[src/rtl/mem_access_ctrl_if.sv]
// Bundle of request, response and byte-memory signals for the load/store controller.
// The slave modport is the controller's view; master is the core/memory side.
interface mem_access_ctrl_if #(
   parameter int ADDR_W = 32
);
   logic              req_valid;
   logic              req_ready;
   logic              req_we;
   logic [1:0]        req_size;
   logic              req_unsigned;
   logic [ADDR_W-1:0] req_addr;
   logic [31:0]       req_wdata;
   logic              resp_valid;
   logic              resp_err;
   logic [31:0]       resp_rdata;
   logic              mem_en;
   logic              mem_we;
   logic [ADDR_W-1:0] mem_addr;
   logic [7:0]        mem_wdata;
   logic [7:0]        mem_rdata;

   modport slave (
      input  req_valid, req_we, req_size, req_unsigned, req_addr, req_wdata, mem_rdata,
      output req_ready, resp_valid, resp_err, resp_rdata, mem_en, mem_we, mem_addr, mem_wdata
   );

   modport master (
      output req_valid, req_we, req_size, req_unsigned, req_addr, req_wdata, mem_rdata,
      input  req_ready, resp_valid, resp_err, resp_rdata, mem_en, mem_we, mem_addr, mem_wdata
   );
endinterface

[src/rtl/mem_access_ctrl.sv]
// Load/store initiator: serialises byte/half/word requests into big-endian byte
// accesses on a registered byte-wide memory and assembles/extends load data.
module mem_access_ctrl #(
   parameter int ADDR_W    = 32,
   parameter int MEM_BYTES = 1024
) (
   input logic               clk,
   input logic               rst,
   mem_access_ctrl_if.slave  bus
);

   typedef enum logic [1:0] {
      IDLE,
      ISSUE,
      CAPTURE,
      RESP
   } state_t;

   state_t            state_q;
   state_t            state_d;

   logic [ADDR_W-1:0] addr_q;
   logic [1:0]        size_q;
   logic              we_q;
   logic              uns_q;
   logic [31:0]       data_q;
   logic [1:0]        cnt_q;
   logic              resp_err_q;
   logic [31:0]       resp_rdata_q;
   logic              resp_err_d;
   logic [31:0]       resp_rdata_d;

   logic              accept;
   logic              issuing;
   logic [2:0]        req_bytes;
   logic [ADDR_W:0]   last_addr;
   logic              range_err;
   logic              req_err;
   logic [31:0]       store_aligned;
   logic [1:0]        last_idx;
   logic              last_byte;
   logic              capture_en;
   logic [31:0]       shifted_in;
   logic [31:0]       load_result;

   assign accept  = (state_q == IDLE) && bus.req_valid;
   assign issuing = (state_q == ISSUE);

   always_comb begin
      req_bytes = 3'd4;
      case (bus.req_size)
         2'b00:   req_bytes = 3'd1;
         2'b01:   req_bytes = 3'd2;
         default: req_bytes = 3'd4;
      endcase
   end

   // One extra bit keeps addr+N-1 from wrapping past zero, so a request near the
   // top of the address space is still seen as out of range.
   assign last_addr = {1'b0, bus.req_addr} + (ADDR_W+1)'(req_bytes - 3'd1);
   assign range_err = last_addr >= (ADDR_W+1)'(MEM_BYTES);

   assign req_err = (bus.req_size == 2'b11)
                  || ((bus.req_size == 2'b01) && bus.req_addr[0])
                  || ((bus.req_size == 2'b10) && (bus.req_addr[1:0] != 2'b00))
                  || range_err;

   // Store data is left-justified so the byte to send next is always [31:24].
   always_comb begin
      store_aligned = bus.req_wdata;
      case (bus.req_size)
         2'b00:   store_aligned = {bus.req_wdata[7:0], 24'h000000};
         2'b01:   store_aligned = {bus.req_wdata[15:0], 16'h0000};
         default: store_aligned = bus.req_wdata;
      endcase
   end

   always_comb begin
      last_idx = 2'd3;
      case (size_q)
         2'b00:   last_idx = 2'd0;
         2'b01:   last_idx = 2'd1;
         default: last_idx = 2'd3;
      endcase
   end

   assign last_byte = (cnt_q == last_idx);

   // Read data lags its address by one cycle, so byte k arrives while byte k+1 is
   // being issued, and the final byte arrives in CAPTURE.
   assign capture_en = (issuing && !we_q && (cnt_q != 2'd0)) || (state_q == CAPTURE);
   assign shifted_in = {data_q[23:0], bus.mem_rdata};

   always_comb begin
      load_result = shifted_in;
      case (size_q)
         2'b00:   load_result = {{24{~uns_q & shifted_in[7]}}, shifted_in[7:0]};
         2'b01:   load_result = {{16{~uns_q & shifted_in[15]}}, shifted_in[15:0]};
         default: load_result = shifted_in;
      endcase
   end

   // Next-state logic and the value the response registers take on entry to RESP.
   always_comb begin
      state_d      = state_q;
      resp_err_d   = resp_err_q;
      resp_rdata_d = resp_rdata_q;
      case (state_q)
         IDLE: begin
            if (bus.req_valid) begin
               if (req_err) begin
                  state_d      = RESP;
                  resp_err_d   = 1'b1;
                  resp_rdata_d = 32'h0;
               end else begin
                  state_d = ISSUE;
               end
            end
         end
         ISSUE: begin
            if (last_byte) begin
               if (we_q) begin
                  state_d      = RESP;
                  resp_err_d   = 1'b0;
                  resp_rdata_d = 32'h0;
               end else begin
                  state_d = CAPTURE;
               end
            end
         end
         CAPTURE: begin
            state_d      = RESP;
            resp_err_d   = 1'b0;
            resp_rdata_d = load_result;
         end
         RESP: begin
            state_d = IDLE;
         end
         default: begin
            state_d = IDLE;
         end
      endcase
   end

   // State and response registers; resp_err/resp_rdata hold until the next RESP.
   always_ff @(posedge clk or negedge rst) begin
      if (!rst) begin
         state_q      <= IDLE;
         resp_err_q   <= 1'b0;
         resp_rdata_q <= 32'h0;
      end else begin
         state_q      <= state_d;
         resp_err_q   <= resp_err_d;
         resp_rdata_q <= resp_rdata_d;
      end
   end

   // Request capture, byte counter and the shared store/load shift register.
   always_ff @(posedge clk or negedge rst) begin
      if (!rst) begin
         addr_q <= '0;
         size_q <= 2'b00;
         we_q   <= 1'b0;
         uns_q  <= 1'b0;
         data_q <= 32'h0;
         cnt_q  <= 2'd0;
      end else if (accept) begin
         addr_q <= bus.req_addr;
         size_q <= bus.req_size;
         we_q   <= bus.req_we;
         uns_q  <= bus.req_unsigned;
         data_q <= bus.req_we ? store_aligned : 32'h0;
         cnt_q  <= 2'd0;
      end else if (issuing) begin
         cnt_q <= cnt_q + 2'd1;
         if (we_q) begin
            data_q <= {data_q[23:0], 8'h00};
         end else if (capture_en) begin
            data_q <= shifted_in;
         end
      end else if (capture_en) begin
         data_q <= shifted_in;
      end
   end

   // Memory-side outputs are decoded from registered state only, so an
   // asynchronous reset drops them to zero immediately.
   assign bus.req_ready  = (state_q == IDLE);
   assign bus.resp_valid = (state_q == RESP);
   assign bus.resp_err   = resp_err_q;
   assign bus.resp_rdata = resp_rdata_q;
   assign bus.mem_en     = issuing;
   assign bus.mem_we     = issuing && we_q;
   assign bus.mem_addr   = issuing ? (addr_q + ADDR_W'(cnt_q)) : '0;
   assign bus.mem_wdata  = (issuing && we_q) ? data_q[31:24] : 8'h00;

endmodule

[src/flat_wrapper.sv]
// flat-port wrapper written by rule: the top's interface ports become plain ports
module mem_access_ctrl_flat 
#(
   parameter int ADDR_W    = 32,
   parameter int MEM_BYTES = 1024
)
  (clk, rst, bus_req_valid, bus_req_we, bus_req_size, bus_req_unsigned, bus_req_addr, bus_req_wdata, bus_mem_rdata, bus_req_ready, bus_resp_valid, bus_resp_err, bus_resp_rdata, bus_mem_en, bus_mem_we, bus_mem_addr, bus_mem_wdata);
  mem_access_ctrl_if #(.ADDR_W(ADDR_W)) bus_i ();
  input logic clk;
  input logic rst;
  input wire logic [$bits(bus_i.req_valid)-1:0] bus_req_valid;
  input wire logic [$bits(bus_i.req_we)-1:0] bus_req_we;
  input wire logic [$bits(bus_i.req_size)-1:0] bus_req_size;
  input wire logic [$bits(bus_i.req_unsigned)-1:0] bus_req_unsigned;
  input wire logic [$bits(bus_i.req_addr)-1:0] bus_req_addr;
  input wire logic [$bits(bus_i.req_wdata)-1:0] bus_req_wdata;
  input wire logic [$bits(bus_i.mem_rdata)-1:0] bus_mem_rdata;
  output wire logic [$bits(bus_i.req_ready)-1:0] bus_req_ready;
  output wire logic [$bits(bus_i.resp_valid)-1:0] bus_resp_valid;
  output wire logic [$bits(bus_i.resp_err)-1:0] bus_resp_err;
  output wire logic [$bits(bus_i.resp_rdata)-1:0] bus_resp_rdata;
  output wire logic [$bits(bus_i.mem_en)-1:0] bus_mem_en;
  output wire logic [$bits(bus_i.mem_we)-1:0] bus_mem_we;
  output wire logic [$bits(bus_i.mem_addr)-1:0] bus_mem_addr;
  output wire logic [$bits(bus_i.mem_wdata)-1:0] bus_mem_wdata;
  assign bus_i.req_valid = bus_req_valid;
  assign bus_i.req_we = bus_req_we;
  assign bus_i.req_size = bus_req_size;
  assign bus_i.req_unsigned = bus_req_unsigned;
  assign bus_i.req_addr = bus_req_addr;
  assign bus_i.req_wdata = bus_req_wdata;
  assign bus_i.mem_rdata = bus_mem_rdata;
  assign bus_req_ready = bus_i.req_ready;
  assign bus_resp_valid = bus_i.resp_valid;
  assign bus_resp_err = bus_i.resp_err;
  assign bus_resp_rdata = bus_i.resp_rdata;
  assign bus_mem_en = bus_i.mem_en;
  assign bus_mem_we = bus_i.mem_we;
  assign bus_mem_addr = bus_i.mem_addr;
  assign bus_mem_wdata = bus_i.mem_wdata;
  mem_access_ctrl #(.ADDR_W(ADDR_W), .MEM_BYTES(MEM_BYTES)) u_core (.clk(clk), .rst(rst), .bus(bus_i));
endmodule
[config.mk]
export PLATFORM = sky130hd
export DESIGN_NAME = mem_access_ctrl_flat
export DESIGN_NICKNAME = d
export VERILOG_FILES = /design/src/rtl/mem_access_ctrl_if.sv /design/src/rtl/mem_access_ctrl.sv /design/src/flat_wrapper.sv
export SDC_FILE = /design/constraint.sdc
export NUM_CORES = 1
export LEC_CHECK = 0
export BUFFER_PORTS_ARGS = -buffer_cell sky130_fd_sc_hd__buf_4
export CAP_MARGIN = 30
export CORE_AREA = 2 2 112 158
export DETAILED_ROUTE_END_ITERATION = 10
export DIE_AREA = 0 0 114 160
export MAX_ROUTING_LAYER = met4
export PLACE_DENSITY = 0.67
export REMOVE_ABC_BUFFERS = 1
export SLEW_MARGIN = 10
export SYNTH_ARGS = -nofsm -noshare
export SYNTH_HDL_FRONTEND = slang
export SYNTH_SLANG_ARGS = --single-unit
[constraint.sdc]
create_clock -name clk -period 3.9 [get_ports clk]
set_input_delay 0.585 -clock clk [delete_from_list [all_inputs] [get_ports clk]]
set_output_delay 0.585 -clock clk [all_outputs]
set_load 0.05 [all_outputs]
==> results of run 1 <==
-- how the worst max path moves through the flow --
| stage | end | slack (ns) | from |
|---|---|---|---|
| floorplan | u_core.bus.resp_rdata[10] | -1.50 | bus_req_size[1] |
| global placement | u_core.bus.resp_rdata[9] | -0.54 | bus_req_size[1] |
| detailed placement | u_core.bus.resp_rdata[9] | -0.62 | bus_req_size[1] |
| CTS | u_core.bus.resp_rdata[31] | -0.14 | bus_req_size[0] |
| global route | u_core.bus.resp_rdata[19] | -0.13 | bus_req_size[1] |
| finish | u_core.bus.resp_rdata[19] | -0.03 | bus_req_size[1] |
-- registers in the layout (all words and copies together) (netlist names) --
name / count
u_core.uns_q: 1
u_core.we_q: 1
u_core.size_q: 2
u_core.bus.resp_rdata: 32
u_core.cnt_q: 2
u_core.state_q: 2
u_core.addr_q: 32
u_core.bus.resp_err: 1
u_core.data_q: 32
-- cell usage in the layout (no fill, tap or decap), drive strengths merged, types with 3 or more instances in the layout --
| cell type | synthesis | routed |
|---|---|---|
| o211ai | 4 | 4 |
| and3 | 17 | 17 |
| dfrtp | 105 | 105 |
| and4 | 3 | 3 |
| nor2 | 22 | 22 |
| and2 | 28 | 28 |
| xor2 | 22 | 22 |
| o21ai | 59 | 59 |
| a21boi | 15 | 15 |
| mux2i | 44 | 44 |
| or2 | 3 | 3 |
| xnor2 | 19 | 19 |
| a21oi | 51 | 51 |
| nand3 | 19 | 19 |
| inv | 37 | 41 |
| nand4 | 16 | 16 |
| clkbuf | 26 | 11 |
| o22ai | 11 | 11 |
| o21a | 3 | 3 |
| nor3 | 9 | 9 |
| mux2 | 33 | 33 |
| a2111oi | 3 | 3 |
| buf | 7 | 194 |
| a21o | 4 | 4 |
| nor3b | 3 | 3 |
| o31ai | 3 | 3 |
| nor2b | 3 | 3 |
| a22oi | 18 | 18 |
| conb | 1 | 24 |
| a31oi | 4 | 4 |
| or3 | 10 | 10 |
| nand2 | 180 | 180 |
| ha | 36 | 36 |
-- layout make-up --
| type | instances | area (um^2) | share of cell area [%] |
|---|---|---|---|
| sequential | 105 | 2630 | 27.4 |
| timing repair buffer | 195 | 1580 | 16.4 |
| inverter | 37 | 139 | 1.45 |
| clock buffer | 10 | 229 | 2.39 |
| tap | 206 | 258 | 2.69 |
| clock inverter | 6 | 57.6 | 0.600 |
| multi-input combinational | 693 | 4710 | 49.1 |
-- routing by layer --
| layer | track usage, % | part of all wire, % | vias up |
|---|---|---|---|
| met2 | 45.2 | 52 | 222 |
| met1 | 30.7 | 41 | 3338 |
| met5 | - | 0 | - |
| li1 | - | - | 3345 |
| met3 | 3.04 | 4.1 | 46 |
| met4 | 8.70 | 2.9 | 0 |
-- per-stage QoR --
stage	hold WS (ns)	setup TNS, ns	cells
floorplan	0.289	-62.73	835
global placement	0.473	-15.83	1227
detailed placement	0.477	-18.70	1227
CTS	0.355	-3.78	1249
global route	0.378	-3.49	1252
finish	0.312	-0.240	1252
-- where the power goes --
| group | leakage [nW] | internal (W) | switching [W] |
|---|---|---|---|
| registers | 1.36 | 0.00158 | 0.000462 |
| clock network | 0.141 | 0.000451 | 0.000458 |
| logic | 3.26 | 0.00188 | 0.00267 |
-- worst reg2reg max path: cells and delay by family, from the launching register on --
family	cells	cell delay (ns)
AOI/OAI and AO/OA	2	0.78
adders and majority gates	1	0.28
muxes	1	0.30
and+or+nand+nor	5	0.96
buffers and inverters	4	0.60
DFF	1	0.44
-- logic make-up (layout without fill, tap and decap cells) --
kind of cell    count (synthesis)  in the layout  synth area share [%]
xor+xnor                       41             41                  4.83
mux                            77             77                  12.0
compound gates                187            187                  15.8
simple gates                  326            326                  20.8
fa+ha+maj                      38             38                  6.59
flops                         105            105                  35.3
other cells                     1             24                0.0504
buf+inv                        74            248                  4.59
-- repair_timing --
item | in CTS | in global routing
gates cloned | 2 | 1
buffers inserted | 4 | 2
gates resized for setup | 27 | 17
endpoints found under the setup margin | 33 | 35
pin swaps | 14 | 12
==> metrics.log, run 1 <==
INFO  metric max_cap_violations = 0
INFO  metric post-synth-top-count-cell = sky130_fd_sc_hd__nand2_1
INFO  metric relSlewSlack = 41.8%
INFO  metric synthCells = 849
INFO  metric crit_type = primary input to flop
INFO  metric critical_path.cell_chain = buf_8 > or2_4 > ha_4 > xor2_2 > ha_2 > a21oi_2 > a211oi_2 > a2111oi_4 > buf_4 > a31o_4 > or3b_1 > a21oi_2 > and4bb_1 > nand4_2 > o41ai_4 > buf_6 > clkbuf_16 > mux2_4
INFO  metric grt_usage = 25.9%
INFO  metric route.vias.total = 6951
INFO  metric largest_vdd_supply_drop = 0.000354 V
INFO  metric finalHoldViolations = 0
INFO  metric synth_async_sr_flop_share = 100%
INFO  metric final_min_period_over_clock_period = 101%
INFO  metric post-route-cell-area = 9600 um^2
INFO  metric drt-wirelength-per-cell = 18.4 um
INFO  metric fin_total_pwr = 0.00751 W
INFO  metric reg2regPathDepth = 13
INFO  metric grt_pass1_wl = 36.1 mm
INFO  metric n_fill_cell = 1602
INFO  metric syn2layout_area_growth = 29.0%
INFO  metric synth_seq_area_share = 35.3%
INFO  metric cts.path.max_buffers = 2
INFO  metric route.final.wire_length = 23.1 mm
INFO  metric gp_routability_congestion = 0.928
INFO  metric remaining_drc_errors = 0
INFO  metric synth.largest_area_cell = sky130_fd_sc_hd__dfrtp_1
INFO  metric route.detailed.vias_per_inst = 5.55
INFO  metric antenna_left = 0
INFO  metric row_count = 57
INFO  metric crit_buf_inv = 4
INFO  metric critical_path_required = 4.14 ns
INFO  metric status = finished with violations
INFO  metric clock_tree_from_tritoncts = yes
INFO  metric timing.final.crit_period = 3.93 ns
INFO  metric worst_pin_slew = 0.872 ns
INFO  metric ys_top_cells_by_area = sky130_fd_sc_hd__dfrtp_1 (35%), sky130_fd_sc_hd__nand2_1 (9.1%), sky130_fd_sc_hd__ha_1 (6.1%)
INFO  metric critical_path_peak_fanout = 7
INFO  metric setup_slack_after_layout = -0.0271 ns
INFO  metric max_stage_delay = 0.40 ns
INFO  metric synthesis.yosys.warnings = 0
INFO  metric worstPathArrival = 4.17 ns
INFO  metric finalNetCount = 1158
INFO  metric worstReg2RegStart = u_core.state_q[0]
INFO  metric antenna-diode-count = 0
INFO  metric pre_antenna_drt_iters = 5
INFO  metric cp.depth = 18
INFO  metric dieArea = 18200 um^2
INFO  metric cts.clk_slew.worst_paths = 0.08 ns
INFO  metric clock-skew-final = 0.0103 ns
INFO  metric max_freq = 255 MHz
INFO  metric worst-r2r-setup-slack = 0.45 ns
INFO  metric start_util = 43.8%
INFO  metric synth_cell_types = 65
INFO  metric drtIter0Drc = 416
INFO  metric finalSetupViolations = 15
INFO  metric layout-drive-gt1-share = 27.1%
INFO  metric cts_h_tree_lvls = 3
INFO  metric cts_hold_repair.buffers = 0
INFO  metric grt_antenna_before_repair = 0
INFO  metric root_buffer = sky130_fd_sc_hd__clkbuf_16
INFO  metric top_level_ports = 156
INFO  metric synth_enable_flop_cells = 0
INFO  metric synth.ff_latch_count = 105
INFO  metric cts_inserted_buffers = 9
INFO  metric netlist_area = 7440 um^2
INFO  metric die_w = 114 um
INFO  metric design.core.area = 17000 um^2
INFO  metric violations = setup timing
INFO  metric place.detailed.hpwl = 17.0 mm
INFO  metric grt_remaining_overflow = 0
INFO  metric cp_launch_type = primary input
INFO  metric powerDensity = 782 nW/um^2
INFO  metric die_y = 160 um
INFO  metric cp_top_family = compound AO/OA/AOI/OAI gates
INFO  metric area_share_of_the_largest_cell_type_after_synthesis = 35.3%
INFO  metric avgSynthCellArea = 8.76 um^2
INFO  metric cts.sinks = 105
INFO  metric synth.top_cells.by_count = sky130_fd_sc_hd__nand2_1 (180), sky130_fd_sc_hd__dfrtp_1 (105), sky130_fd_sc_hd__o21ai_0 (57)
INFO  metric dpl_cell_area = 9000 um^2
INFO  metric final_util = 56.5%
INFO  metric worstSetupEndpointType = flop
INFO  metric hold_path_class = primary input to asynchronous set/reset pin
INFO  metric grt_setup_unrepaired = true
INFO  metric drv_slew = 0
INFO  metric dpl_worst_slack = -0.623 ns
INFO  metric critical-path-slowest-cell = sky130_fd_sc_hd__or3b_1
INFO  metric synth_ff_type = sky130_fd_sc_hd__dfrtp_1
INFO  metric grt_start_max_net_pins = 65
INFO  metric place.port_buffers = 155
INFO  metric number_of_global_route_vias_before_repair = 6924
INFO  metric clk-insertion-delay-late = 0.35 ns
INFO  metric leakage = 4.76 nW
INFO  metric critical_path.reg2reg.endpoint = u_core.bus.resp_rdata[19]
INFO  metric worst_path_most_repeated_cell = sky130_fd_sc_hd__a21oi_2
(Power assumes the default switching activity.)
==> run 2, diff against run 1 <==
Settings changed: GPL_TIMING_DRIVEN set to 0.
Clock period 3.9 ns to 4 ns, I/O delays scaled along.
==> metrics.log, run 2 (synthesized netlist as in run 1, its figures left out) <==
INFO  metric global_route.usage.met3 = 2.88%
INFO  metric n_fill_cell = 1602
INFO  metric root_buffer = sky130_fd_sc_hd__clkbuf_16
INFO  metric powerDensity = 761 nW/um^2
INFO  metric worstSetupEndpointType = flop
INFO  metric cts.sinks = 105
INFO  metric grt_antenna_before_repair = 0
INFO  metric dpl_cell_area = 8900 um^2
INFO  metric place.port_buffers = 155
INFO  metric start_util = 43.8%
INFO  metric drtIter0Drc = 415
INFO  metric number_of_global_route_vias_before_repair = 6908
INFO  metric critical_path_required = 4.25 ns
INFO  metric design.core.area = 17000 um^2
INFO  metric finalHoldViolations = 0
INFO  metric grt_setup_unrepaired = true
INFO  metric antenna-diode-count = 0
INFO  metric drt-wirelength-per-cell = 18.2 um
INFO  metric drv_slew = 0
INFO  metric finalNetCount = 1152
INFO  metric max_freq = 251 MHz
INFO  metric post-route-cell-area = 9640 um^2
INFO  metric die_w = 114 um
INFO  metric multiInputGateArea = 4740 um^2
INFO  metric antenna_left = 0
INFO  metric cts.path.max_buffers = 2
INFO  metric final_min_period_over_clock_period = 99.7%
INFO  metric gp_routability_congestion = 0.887
INFO  metric cts_hold_repair.buffers = 0
INFO  metric cts_h_tree_lvls = 3
INFO  metric clock_tree_from_tritoncts = yes
INFO  metric route.detailed.vias_per_inst = 5.50
INFO  metric clk-insertion-delay-late = 0.36 ns
INFO  metric cp_launch_type = primary input
INFO  metric p_int = 0.00388 W
INFO  metric clock_power_share = 12.4%
INFO  metric mostFrequentLayoutCell = sky130_fd_sc_hd__nand2_1
INFO  metric layout.cells.most_common_list = sky130_fd_sc_hd__nand2_1 (177), sky130_fd_sc_hd__buf_4 (166), sky130_fd_sc_hd__dfrtp_1 (105)
INFO  metric setup_slack_after_layout = 0.0106 ns
INFO  metric critical_path_peak_fanout = 5
INFO  metric row_count = 57
INFO  metric dieArea = 18200 um^2
INFO  metric timing.final.crit_period = 3.99 ns
INFO  metric syn2layout_area_growth = 29.6%
INFO  metric max_cap_violations = 0
INFO  metric setup-tns-final = 0 ns
INFO  metric route.vias.total = 6853
INFO  metric worst_pin_slew = 0.888 ns
INFO  metric worstPathArrival = 4.24 ns
INFO  metric grt_remaining_overflow = 0
INFO  metric crit_type = primary input to flop
INFO  metric sequential_cell_area = 2630 um^2
INFO  metric grt_start_max_net_pins = 80
INFO  metric dpl_worst_slack = -1.87 ns
INFO  metric hold_path_class = primary input to asynchronous set/reset pin
INFO  metric remaining_drc_errors = 0
INFO  metric globalRouteMet2Util = 44.2%
INFO  metric finalSetupViolations = 0
INFO  metric place.detailed.hpwl = 16.7 mm
INFO  metric busiest_layer = met2
INFO  metric leakage = 4.75 nW
INFO  metric relSlewSlack = 40.8%
INFO  metric combinationalPowerShare = 60.3%
INFO  metric cts.clk_slew.worst_paths = 0.08 ns
INFO  metric power.net_switching = 0.00346 W
INFO  metric grt_usage = 25.6%
INFO  metric pre_antenna_drt_iters = 5
INFO  metric cts_inserted_buffers = 9
INFO  metric largest_vdd_supply_drop = 0.000341 V
INFO  metric die_y = 160 um
INFO  metric top_level_ports = 156
INFO  metric power.share.sequential = 27.3%
INFO  metric route.final.wire_length = 22.7 mm
INFO  metric netSwitchingFraction = 47.1%
INFO  metric clock-skew-final = 0.00737 ns
INFO  metric grt_pass1_wl = 35.9 mm
INFO  metric groute.layer.met1.usage = 29.7%
INFO  metric layout-drive-gt1-share = 26.7%
INFO  metric status = finished clean
run 2: critical path, cell delays in order:
cell and delay (ns):
sky130_fd_sc_hd__buf_12 0.10, sky130_fd_sc_hd__or2_4 0.27, sky130_fd_sc_hd__ha_4 0.19, sky130_fd_sc_hd__xor2_4 0.19
sky130_fd_sc_hd__ha_4 0.28, sky130_fd_sc_hd__a21oi_2 0.05, sky130_fd_sc_hd__a211oi_2 0.23, sky130_fd_sc_hd__o311ai_2 0.13
sky130_fd_sc_hd__a31o_1 0.25, sky130_fd_sc_hd__or4_1 0.47, sky130_fd_sc_hd__o31ai_1 0.09, sky130_fd_sc_hd__and3_1 0.20
sky130_fd_sc_hd__nand4_2 0.14, sky130_fd_sc_hd__o41ai_4 0.31, sky130_fd_sc_hd__buf_6 0.17, sky130_fd_sc_hd__buf_12 0.13
sky130_fd_sc_hd__buf_12 0.12, sky130_fd_sc_hd__mux2_4 0.30
run 2: metal layers:
metal / share of wire [%] / routed length, um
met1: 40 / 9040
met2: 53 / 11900
met3: 3.8 / 862
met4: 3.6 / 820
met5: 0 / 0
run 2: layout make-up:
cell class,count,share of cell area (%)
multi-input combinational,693,49.1
timing repair buffer,189,16.5
clock buffer,10,2.48
sequential,105,27.3
inverter,37,1.44
clock inverter,6,0.558
tap,206,2.67
run 2: through the flow:
stage / util [%] / hold WS (ns) / std cells / power, W
3_5_place_dp: 52.4 / 0.482 / 1206 / 0.00600
5_1_grt: 56.8 / 0.108 / 1246 / 0.00778
4_1_cts: 56.1 / 0.0975 / 1243 / 0.00729
2_1_floorplan: - / 0.304 / 835 / 0.00475
6_report: 56.8 / 0.0981 / 1246 / 0.00734
3_3_place_gp: 51.5 / 0.464 / 1196 / 0.00587
run 2: final timing paths:
check	to	startpoint	slack, ns	depth (start not counted)
min in group clk	u_core.uns_q	bus_req_unsigned	0.45	3
worst max register to register	u_core.bus.resp_rdata[10]	u_core.state_q[0]	0.56	14
worst min register to register	u_core.addr_q[0]	u_core.addr_q[0]	0.50	2
worst min-delay path	u_core.bus.resp_rdata[16]	rst	0.1	1
worst max-delay path	u_core.bus.resp_rdata[10]	bus_req_size[0]	0.01	18
max in group asynchronous	u_core.addr_q[28]	rst	3.20	2
run 2: what timing repair did:
action	CTS	global route
hold endpoints to repair	0	0
pin swaps	20	16
endpoints found under the setup margin	35	36
gates cloned	1	0
setup buffers	20	1
gates resized for setup	37	15
run 2: power by group through the flow:
| stage | combinational, W | clock, W | sequential (W) |
|---|---|---|---|
| 2_1_floorplan | 0.00232 | 0 | 0.00243 |
| 3_3_place_gp | 0.00385 | 0 | 0.00202 |
| 3_5_place_dp | 0.00396 | 0 | 0.00204 |
| 4_1_cts | 0.00434 | 0.000928 | 0.00202 |
| 5_1_grt | 0.00474 | 0.000968 | 0.00208 |
| 6_report | 0.00443 | 0.000909 | 0.00200 |
